## src/rtl/chunked_subtractor_if.sv

```systemverilog
// chunked_subtractor_if: start/operand request and busy/done/result response bundle
interface chunked_subtractor_if #(parameter int N = 32);
    logic         start;
    logic [N-1:0] in1;
    logic [N-1:0] in2;
    logic         busy;
    logic         done;
    logic [N-1:0] diff;
    logic         bout;
    modport master (output start, in1, in2, input busy, done, diff, bout);
    modport slave  (input start, in1, in2, output busy, done, diff, bout);
endinterface

```

## src/rtl/chunked_subtractor.sv

```systemverilog
// chunked_subtractor: multi-cycle unsigned subtractor, W bits per cycle, LSB chunk first
module chunked_subtractor #(
    parameter int N = 32,
    parameter int W = 8
) (
    input logic                clk,
    input logic                rst_n,
    chunked_subtractor_if.slave bus
);
    localparam int C  = N / W;
    localparam int KW = C > 1 ? $clog2(C) : 1;
    typedef enum logic {IDLE, RUN} state_t;
    state_t         state, state_nx;
    logic [N-1:0]   a, b, diff;
    logic           borrow, done, bout, last;
    logic [KW-1:0]  k;
    logic [W:0]     chunk;
    // bit W of the widened difference is the outgoing borrow of this chunk
    always_comb begin
        chunk    = {1'b0, a[k*W +: W]} - {1'b0, b[k*W +: W]} - {{W{1'b0}}, borrow};
        last     = k == KW'(C - 1);
        state_nx = state == IDLE ? (bus.start ? RUN : IDLE) : (last ? IDLE : RUN);
    end
    always_ff @(posedge clk) begin
        if (!rst_n) begin
            state  <= IDLE;
            a      <= '0;
            b      <= '0;
            borrow <= 1'b0;
            k      <= '0;
            diff   <= '0;
            bout   <= 1'b0;
            done   <= 1'b0;
        end else begin
            state <= state_nx;
            done  <= 1'b0;
            if (state == IDLE && bus.start) begin
                a      <= bus.in1;
                b      <= bus.in2;
                borrow <= 1'b0;
                k      <= '0;
            end else if (state == RUN) begin
                diff[k*W +: W] <= chunk[W-1:0];
                borrow         <= chunk[W];
                k              <= k + 1'b1;
                if (last) begin
                    done <= 1'b1;
                    bout <= chunk[W];
                end
            end
        end
    end
    assign bus.busy = state == RUN;
    assign bus.done = done;
    assign bus.diff = diff;
    assign bus.bout = bout;
endmodule
```

## src/flat_wrapper.sv

```systemverilog
// flat-port wrapper written by rule: the top's interface ports become plain ports
module chunked_subtractor_flat 
#(
    parameter int N = 32,
    parameter int W = 8
)
  (clk, rst_n, bus_start, bus_in1, bus_in2, bus_busy, bus_done, bus_diff, bus_bout);
  chunked_subtractor_if #(.N(N)) bus_i ();
  input logic clk;
  input logic rst_n;
  input wire logic [$bits(bus_i.start)-1:0] bus_start;
  input wire logic [$bits(bus_i.in1)-1:0] bus_in1;
  input wire logic [$bits(bus_i.in2)-1:0] bus_in2;
  output wire logic [$bits(bus_i.busy)-1:0] bus_busy;
  output wire logic [$bits(bus_i.done)-1:0] bus_done;
  output wire logic [$bits(bus_i.diff)-1:0] bus_diff;
  output wire logic [$bits(bus_i.bout)-1:0] bus_bout;
  assign bus_i.start = bus_start;
  assign bus_i.in1 = bus_in1;
  assign bus_i.in2 = bus_in2;
  assign bus_busy = bus_i.busy;
  assign bus_done = bus_i.done;
  assign bus_diff = bus_i.diff;
  assign bus_bout = bus_i.bout;
  chunked_subtractor #(.N(N), .W(W)) u_core (.clk(clk), .rst_n(rst_n), .bus(bus_i));
endmodule
```

## config.mk

```make
export PLATFORM = sky130hd
export DESIGN_NAME = chunked_subtractor_flat
export DESIGN_NICKNAME = d
export VERILOG_FILES = /design/src/rtl/chunked_subtractor_if.sv /design/src/rtl/chunked_subtractor.sv /design/src/flat_wrapper.sv
export SDC_FILE = /design/constraint.sdc
export NUM_CORES = 1
export LEC_CHECK = 0
export ABC_AREA = 1
export CORE_MARGIN = 2
export CORE_UTILIZATION = 46
export CTS_CLUSTER_SIZE = 14
export DETAILED_ROUTE_END_ITERATION = 12
export GPL_ROUTABILITY_DRIVEN = 0
export PLACE_DENSITY = 0.77
export SYNTH_ARGS = -nofsm -noshare
export SYNTH_HDL_FRONTEND = slang
export SYNTH_SLANG_ARGS = --single-unit
```

## constraint.sdc

```tcl
create_clock -name clk -period 2.89 [get_ports clk]
set_input_delay 0.867 -clock clk [delete_from_list [all_inputs] [get_ports clk]]
set_output_delay 0.867 -clock clk [all_outputs]
set_load 0.03 [all_outputs]
```

==> impl_metrics.yaml <==
finish:
  fill_cells: 881
  multiInputGateArea_um2: 2325
  layout.cells.most_common: "nor2_1"
  mostFrequentLayoutCells: "nor2_1, nand2_1, clkdlybuf4s50_1, dfxtp_1, o21ai_0"
  final_cell_count_no_fill: 867
  utilization: 0.6156
  final_nets: 817
  drive_above_1_share: 0.06540
  area_growth_syn_to_layout_pct: 29.38
  register_area_um2: 2046
  antenna_cells_inserted: 0
timing:
  maxSlewViolCount: 0
  timing.slew.headroom: 0.2905
  hold-worst-slack_ns: 0.4686
  setup_viol: 0
  period_needed_ns: 2.760
  tightestPinTransition_ns: 1.064
  period_share: 0.9552
  hold_viol_final: 0
  rsz_0062_raised_after_global_routing: "false"
  finClkSkew_ns: 0.01249
  max_freq_mhz: 362.3
floorplan:
  ios: 102
  core_um2: 9819
  dieArea_um2: 10980
  num_rows: 36
  start_util: 0.4758
  die_h_um: 104.8
  die_width_um: 104.8
pwr:
  cellPowerDensity_nw_per_um2: 547.6
  power.switching_uw: 1039
  p_clk_frac: 0.267
  static-leakage-power_uw: 0.002467
  comb_power_share: 0.266
  power_frac_seq: 0.467
  internal-power_uw: 2271
  sw_frac_of_total: 0.3140
  worst_ir_drop_vdd_v: 0.0002720
global_routing:
  grt_pass1_wl_um: 19950
  largest_net_degree_at_the_start_of_global_routing: 70
  gr-usage-all-layers: 0.2216
  initial_antenna_violation_count: 0
  grt_pass1_vias: 4402
  grt.overflow.total: 0
route:
  drt_first_pass_iters: 5
  wire_per_inst_um: 14.12
  via_per_inst: 5.242
  vias: 4545
  postRouteAntennaNets: 0
  drc_errors: 0
  drt-initial-drc-count: 239
  finalWirelength_um: 12240
critical_path:
  r2r-start: "u_core.k[0]"
  r2r_end: "u_core.bus.diff[29]"
  cp.required_ns: 3.20
  crit_path_capture_type: "flip-flop"
  startpoint_type: "flip-flop"
  worst_r2r_path_depth: 15
  critical_path_peak_fanout: 35
  worst_ep_arrival_time_ns: 3.07
  regToRegSetupSlack_ns: 0.13
  worst-setup-path-type: "flip-flop to flip-flop"
clock_tree:
  cts_root_buf: "clkbuf_8"
  cts_inserted_buffers: 9
  cts_setup_buffers: 0
  tritoncts: "done"
  clkSlewWorstSetupHoldPaths_ns: 0.09
  cts_htree_levels: 3
  clk_path_buf_depth: 2
  clock_latency_ns: 0.37
  sinks_on_clock_net: 102
worst_hold_path:
  min_delay_path_depth: 2
  hold_class: "flip-flop to flip-flop"
  worstHoldEndpoint: "u_core.a[1]"
  hold_path.startpoint: "u_core.a[1]"
logic_synthesis:
  yosys.cell_types.count: 34
  netlist_area_before_placement_um2: 4672
  syn-instance-count: 643
  synth-seq-area-share: 0.4371
  warnings_from_yosys: 0
  synth_area_per_cell_um2: 7.266
  synth_fp_nets: 730
  synth_seq_cells: 102
placed_design:
  place.detailed.hpwl_um: 8611
  place_inst: 851
  port_buffers: 101
run:
  maxCapViolCount: 0
outcome:
  status: "finished clean"
-- worst max-delay path by stage --
stage	start	end	slack, ns	cells past startpoint
after floorplan	u_core.k[0]	u_core.bus.diff[29]	0.14	16
after global placement	u_core.k[0]	u_core.bus.diff[29]	0.15	15
after detailed placement	u_core.k[0]	u_core.bus.diff[29]	-0.01	15
after CTS	u_core.k[0]	u_core.bus.diff[29]	0.02	15
after global routing	u_core.k[0]	u_core.bus.diff[29]	0.001	15
final	u_core.k[0]	u_core.bus.diff[29]	0.13	15
-- registers in the layout (all words and copies together), names as in the netlist --
| name | cells |
|---|---|
| u_core.bus.bout | 1 |
| u_core.b | 32 |
| u_core.bus.diff | 32 |
| u_core.borrow | 1 |
| u_core.bus.busy | 1 |
| u_core.bus.done | 1 |
| u_core.a | 32 |
| u_core.k | 2 |
-- repair_timing --
action / in CTS / in global routing
cloned: 0 / 1
endpoints found under the setup margin: 4 / 15
pin swaps: 0 / 0
resized for setup: 1 / 9
hold buffers: 0 / 0
-- stage by stage --
step	setup TNS (ns)	cell area [um^2]	setup slack (ns)	total power, uW
6_report	0	6045	0.1295	3310
4_1_cts	0	5988	0.01671	3286
3_3_place_gp	0	5796	0.1539	2386
3_5_place_dp	-0.01267	5796	-0.01267	2412
5_1_grt	0	6045	0.001326	3482
2_1_floorplan	0	4672	0.1423	2118
-- logic make-up (layout without fill, tap and decap cells) --
logic type | after synthesis | in the layout | share of synthesized area
simple gates | 291 | 291 | 0.2544
compound gates | 146 | 146 | 0.1714
flops | 102 | 102 | 0.4371
buf+inv | 79 | 170 | 0.06936
fa+ha+maj | 20 | 20 | 0.05678
xor+xnor | 5 | 5 | 0.01098
-- cell type report --
class                      count  share of cell area
clock buffer                  12             0.02401
clock inverter                 3            0.007452
inverter                      42             0.02877
multi-input combinational    462              0.3846
sequential                   102              0.3384
tap                          133             0.02753
timing repair buffer         113              0.1892
-- cells in the mapped netlist --
master / number / share of area
a21o_1: 1 / 0.0016
a21oi_1: 45 / 0.048
a21oi_2: 2 / 0.0038
a22oi_1: 4 / 0.0064
a32o_1: 7 / 0.015
a32oi_1: 1 / 0.0019
buf_1: 1 / 0.00080
buf_2: 12 / 0.013
buf_6: 1 / 0.0024
clkbuf_1: 23 / 0.018
clkinv_1: 1 / 0.00080
dfxtp_1: 102 / 0.44
fa_1: 2 / 0.0086
ha_1: 18 / 0.048
inv_1: 37 / 0.030
inv_2: 3 / 0.0024
inv_6: 1 / 0.0019
nand2_1: 110 / 0.088
nand2_2: 3 / 0.0040
nand2b_1: 1 / 0.0013
nand3_1: 19 / 0.020
nand3_2: 1 / 0.0021
nand4_1: 3 / 0.0040
nor2_1: 143 / 0.11
nor2_2: 5 / 0.0067
nor2_4: 2 / 0.0048
nor3_1: 3 / 0.0032
nor4_4: 1 / 0.0046
o21ai_0: 71 / 0.076
o21ai_1: 7 / 0.0075
o21bai_1: 1 / 0.0016
o22ai_1: 7 / 0.0094
xor2_1: 4 / 0.0075
xor2_2: 1 / 0.0035
-- worst max-delay path, stage by stage (launching register included) --
cell     delay (ns)
dfxtp_4        0.38
buf_12         0.16
inv_16         0.12
nand2_1        0.07
a32o_1         0.26
fa_2           0.38
ha_1           0.33
nand2_1        0.07
nor2_1         0.13
nand3_1        0.11
nand2_2        0.12
xor2_4         0.20
nand2_2        0.07
nor2_2         0.10
nand2_1        0.07
a21oi_2        0.12
-- per-layer routing --
layer | share of wire | wire length [um] | GRT usage | vias to the layer above
li1 | - | - | - | 2258
met5 | 0 | 0 | 0 | -
met4 | 0.025 | 311 | 0.09619 | 0
met3 | 0.057 | 699 | 0.04304 | 26
met1 | 0.45 | 5488 | 0.2723 | 2082
met2 | 0.47 | 5741 | 0.3766 | 179
-- power groups by stage --
stage                     sequential, uW  clock [uW]  combinational (uW)
after global placement              1570           0                 813
final                               1540         884                 882
after global routing                1550         957                 972
after CTS                           1540         898                 846
after detailed placement            1570           0                 838
after floorplan                     1590           0                 528
Power figures use the tool's default switching activity.
